`src/rtl/clk_div_prog.sv`:
```
// clk_div_prog: programmable integer clock divider.
// Produces a registered divided clock with period N (high time floor(N/2)),
// a one-cycle tick on each rising edge of clk_out, and a pending/active ratio
// pair so that a new ratio only takes effect at a period boundary.
// Optional feature: define CLK_DIV_LOCK_EN to build the lock indicator;
// without it, locked is tied low.
module clk_div_prog #(
    parameter int unsigned CNT_W        = 8,
    parameter int unsigned DIV_DEFAULT  = 4,
    parameter int unsigned LOCK_PERIODS = 2
) (
    input  logic             clk,
    input  logic             reset,
    input  logic             enable,
    input  logic [CNT_W-1:0] div_ratio,
    input  logic             div_load,
    output logic             clk_out,
    output logic             tick,
    output logic             upd_pending,
    output logic             locked
);

    logic [CNT_W-1:0] cnt_q, cnt_d;
    logic [CNT_W-1:0] n_q, n_d;
    logic [CNT_W-1:0] pend_q, pend_d;
    logic             pend_vld_q, pend_vld_d;
    logic             clk_out_q, clk_out_d;
    logic             tick_q, tick_d;

    logic             wrap;
    logic             apply_pend;
    logic             apply_load;

    // Ratios below 2 cannot form a period with both a high and a low phase.
    function automatic logic [CNT_W-1:0] clamp_ratio(input logic [CNT_W-1:0] r);
        return (r < CNT_W'(2)) ? CNT_W'(2) : r;
    endfunction

    // Period counter, ratio update handshake and registered output decode.
    always_comb begin
        wrap       = enable && (cnt_q >= (n_q - 1'b1));
        apply_pend = pend_vld_q && (wrap || !enable);
        apply_load = div_load && wrap;

        cnt_d      = (!enable || wrap) ? '0 : cnt_q + 1'b1;
        n_d        = n_q;
        pend_d     = pend_q;
        pend_vld_d = pend_vld_q;

        if (apply_pend) begin
            n_d        = clamp_ratio(pend_q);
            pend_vld_d = 1'b0;
        end

        // A load landing on the wrap is applied directly and never shows as pending;
        // otherwise it overwrites whatever is pending (last value wins).
        if (div_load) begin
            if (wrap) begin
                n_d        = clamp_ratio(div_ratio);
                pend_vld_d = 1'b0;
            end else begin
                pend_d     = div_ratio;
                pend_vld_d = 1'b1;
            end
        end

        clk_out_d = enable && (cnt_q < (n_q >> 1));
        tick_d    = enable && (cnt_q == '0);
    end

    // State registers with asynchronous reset to the default ratio.
    always_ff @(posedge clk or posedge reset) begin
        if (reset) begin
            cnt_q      <= '0;
            n_q        <= CNT_W'(DIV_DEFAULT);
            pend_q     <= '0;
            pend_vld_q <= 1'b0;
            clk_out_q  <= 1'b0;
            tick_q     <= 1'b0;
        end else begin
            cnt_q      <= cnt_d;
            n_q        <= n_d;
            pend_q     <= pend_d;
            pend_vld_q <= pend_vld_d;
            clk_out_q  <= clk_out_d;
            tick_q     <= tick_d;
        end
    end

    assign clk_out     = clk_out_q;
    assign tick        = tick_q;
    assign upd_pending = pend_vld_q;

`ifdef CLK_DIV_LOCK_EN
    localparam int unsigned LK_W = (LOCK_PERIODS < 2) ? 1 : $clog2(LOCK_PERIODS + 1);

    logic [LK_W-1:0] lk_cnt_q, lk_cnt_d;
    logic            locked_q, locked_d;
    logic            lk_clear;

    // Count completed periods since the last ratio change or enable rise.
    always_comb begin
        lk_clear = !enable || div_load || apply_pend || apply_load;
        lk_cnt_d = lk_cnt_q;
        if (lk_clear) begin
            lk_cnt_d = '0;
        end else if (wrap && (lk_cnt_q < LK_W'(LOCK_PERIODS))) begin
            lk_cnt_d = lk_cnt_q + 1'b1;
        end
        locked_d = !lk_clear && (lk_cnt_d >= LK_W'(LOCK_PERIODS));
    end

    // Lock counter and flag registers.
    always_ff @(posedge clk or posedge reset) begin
        if (reset) begin
            lk_cnt_q <= '0;
            locked_q <= 1'b0;
        end else begin
            lk_cnt_q <= lk_cnt_d;
            locked_q <= locked_d;
        end
    end

    assign locked = locked_q;
`else
    assign locked = 1'b0;
`endif

endmodule
```
`config.mk`:
```
export PLATFORM = sky130hd
export DESIGN_NAME = clk_div_prog
export DESIGN_NICKNAME = d
export VERILOG_FILES = /design/src/rtl/clk_div_prog.sv
export SDC_FILE = /design/constraint.sdc
export NUM_CORES = 1
export LEC_CHECK = 0
export BUFFER_PORTS_ARGS = -buffer_cell sky130_fd_sc_hd__buf_4
export CELL_PAD_IN_SITES_DETAIL_PLACEMENT = 1
export CELL_PAD_IN_SITES_GLOBAL_PLACEMENT = 2
export CORE_ASPECT_RATIO = 0.75
export CORE_MARGIN = 1
export CORE_UTILIZATION = 41
export DETAILED_ROUTE_END_ITERATION = 10
export PLACE_DENSITY = 0.8
export SKIP_CTS_REPAIR_TIMING = 1
export SLEW_MARGIN = 20
export SYNTH_ARGS = -nofsm -noshare
export SYNTH_HDL_FRONTEND = slang
export SYNTH_SLANG_ARGS = --single-unit
```
`constraint.sdc`:
```
create_clock -name clk -period 5.15 [get_ports clk]
set_input_delay 0.515 -clock clk [delete_from_list [all_inputs] [get_ports clk]]
set_output_delay 0.515 -clock clk [all_outputs]
set_load 0.01 [all_outputs]
```
==> results.ini <==
[outcome]
outcome=complete, no violations

[setup_path]
worstPathArrival_ns=3.30
worstPathRequired_ns=5.33
crit_path_max_incr_delay_ns=0.44
reg2reg_depth=10
startpoint_type=flop
critPathTopFamily=compound AO/OA/AOI/OAI gates
cp_slowest_cell=o21a_1
crit_chain=nor3_1 -> nand2_1 -> nor4_1 -> xnor2_1 -> ha_1 -> a41o_1 -> a211oi_1 -> o21a_1 -> nor2_1 -> a311oi_1
path_depth=10
worstReg2RegStart=n_q[1]
cp_max_fo=10
critPathCaptureType=flop
path_class=reg -> reg
startpoint=n_q[1]
critPathBufInv=0

[job]
max_cap_violations=0

[pwr]
p_leak_nw=0.888
power.density_mw_per_mm2=451
ir_drop_uv=212

[floorplanning]
coreArea_sq_mm=0.00405
die_area_sq_mm=0.00448
die_x_um=77.0
dieHeight_um=58.2
fp-row-count=20
start_util_pct=42.6
top_level_ports=16

[timing]
timing.hold.ws_ns=0.297
setup_tns_ns=0
finalSetupViolations=0
relSlewSlack_pct=54.6
worst_pin_slew_ns=0.680
drv_slew=0
max_freq_ghz=0.320
rsz0062_at_grt=false
period_needed_ns=3.13
hold_violations=0
period_share_pct=60.7
clock_skew_ns=0.00421

[grt]
first_global_vias=1442
grt_overflow=0
antenna_found_initial=0
grt_usage_pct=22.6
grt_max_degree=28
grt_pass1_wl_um=7560

[finish]
drive_gt1_share_pct=18.7
layout.nets=217
n_antenna_cell=0
area_growth_syn_to_layout_pct=11.9
layout_commonest_cell=dfrtp_1
final_cell_mix=dfrtp_1, ha_1, buf_4

[synth]
yosys.area_share.simple_pct=16.3
synth-seq-cells=27
syn_inst=173
synthAdderAreaFrac_pct=12.3
synthesis.area_sq_mm=0.00173
yosys_warnings=0
ys_seq_area_share_pct=39.2
synth_top_family_by_area=compound AO/OA/AOI/OAI gates
async_reset_ff_share_pct=100
ys_types=41
synth_xor_area_share_pct=6.08
syn-num-nets=202
synth_edf_count=0
syn-mean-instance-area_sq_um=9.99
synthMuxAreaShare_pct=5.21
synth-compound-area-share_pct=16.4
synth-main-ff-cell=dfrtp_1

[placement]
dp.final_hpwl_um=3430
gp_congestion=0.910
port_buffers=14

[drt]
drtAntennaViolNets=0
drc=0
wirelength_um=4470
drt_pass1_iterations=4
vias=1388
vias_per_cell=5.74
drt_iter0_drc=45
wire_per_inst_um=18.5

[clock_tree]
clock_tree.buffer_depth=2
ctsRootBufferMaster=clkbuf_8
clkLatencyLatePin_ns=0.28
cts_htree_levels=1
numCtsBuffers=3
cts_tree=yes
clkTransAtPathRegs_ns=0.10
clock_sinks=27

[worst_hold_path]
hp-class=in -> async

final timing paths:
check / end / slack [ns]
setup reg to reg: n_q[1] / 2.02
setup / recovery: n_q[1] / 2.02
hold / removal: pend_q[5] / 0.30
min in group clk: pend_q[0] / 0.48
hold reg to reg: pend_q[0] / 0.55
max in group asynchronous: cnt_q[7] / 4.47
worst register-to-register path: cells and delay by family, from the launching register on:
family                   cells  cell delay [ns]
AND/OR/NAND/NOR              4             0.76
XOR/XNOR                     1             0.16
AO/OA/AOI/OAI                4             1.38
flip-flops                   1             0.43
adder cells (fa/ha/maj)      1             0.29
flip-flops by register name (all words and copies together), names as in the netlist:
register,cells
clk_out,1
cnt_q,8
n_q,8
pend_q,8
tick,1
upd_pending,1
power by group:
group | total (mW) | switching (mW) | internal (mW)
combinational | 0.403 | 0.209 | 0.194
clock | 0.132 | 0.0746 | 0.0570
sequential | 0.338 | 0.0716 | 0.267
total | 0.873 | 0.355 | 0.518
final cells by class:
class | count | area [sq um]
Timing Repair Buffer | 14 | 105
Clock inverter | 1 | 8.76
Fill cell | 479 | 2120
Multi-Input combinational cell | 128 | 981
Tap cell | 55 | 68.8
Clock buffer | 3 | 41.3
Inverter | 14 | 52.6
Sequential cell | 27 | 677
per-stage QoR:
| stage | power [mW] | std cells | cell area, sq um | setup slack [ns] | utilization [%] |
|---|---|---|---|---|---|
| finish | 0.873 | 242 | 1930 | 2.02 | 47.7 |
| global route | 0.957 | 242 | 1930 | 1.77 | 47.7 |
| CTS | 0.880 | 242 | 1930 | 1.68 | 47.6 |
| detailed placement | 0.741 | 238 | 1880 | 1.73 | 46.4 |
| global placement | 0.717 | 238 | 1880 | 2.01 | 46.4 |
| floorplan | 0.627 | 173 | 1730 | 2.47 | - |
synthesized netlist by cell type, types with 2 or more instances:
cell type	number	area, sq um
nor3_1	10	50.1
nor2_1	10	37.5
ha_1	17	213
nand3_1	12	60.1
xor2_1	5	43.8
nand2_1	7	26.3
o21ai_0	6	30.0
a211oi_1	3	22.5
a21o_1	3	22.5
xnor2_1	7	61.3
buf_2	2	10.0
a31oi_1	6	37.5
nor4_1	4	25.0
and2_1	2	12.5
o21a_1	3	22.5
inv_1	14	52.6
nand2b_1	2	12.5
o211ai_1	3	22.5
and3_1	3	18.8
dfrtp_1	26	651
mux2_2	8	90.1
cell families (layout without fill, tap and decap cells):
family,Yosys count,in the layout
buffers and inverters,18,32
adders and majority gates,17,17
AOI/OAI and AO/OA,36,36
DFF,27,27
muxes,8,8
and+or+nand+nor,54,54
xor gates and xnor gates,12,12
other,1,1
metal layers:
| layer | share of wire (%) | global-route usage, % | vias up |
|---|---|---|---|
| met4 | 1.1 | 5.77 | 0 |
| li1 | - | - | 658 |
| met3 | 2.9 | 3.78 | 4 |
| met2 | 46 | 35.5 | 25 |
| met1 | 50 | 32.6 | 701 |
| met5 | 0 | 0 | - |
No activity file was read; power rests on OpenSTA's default activity.
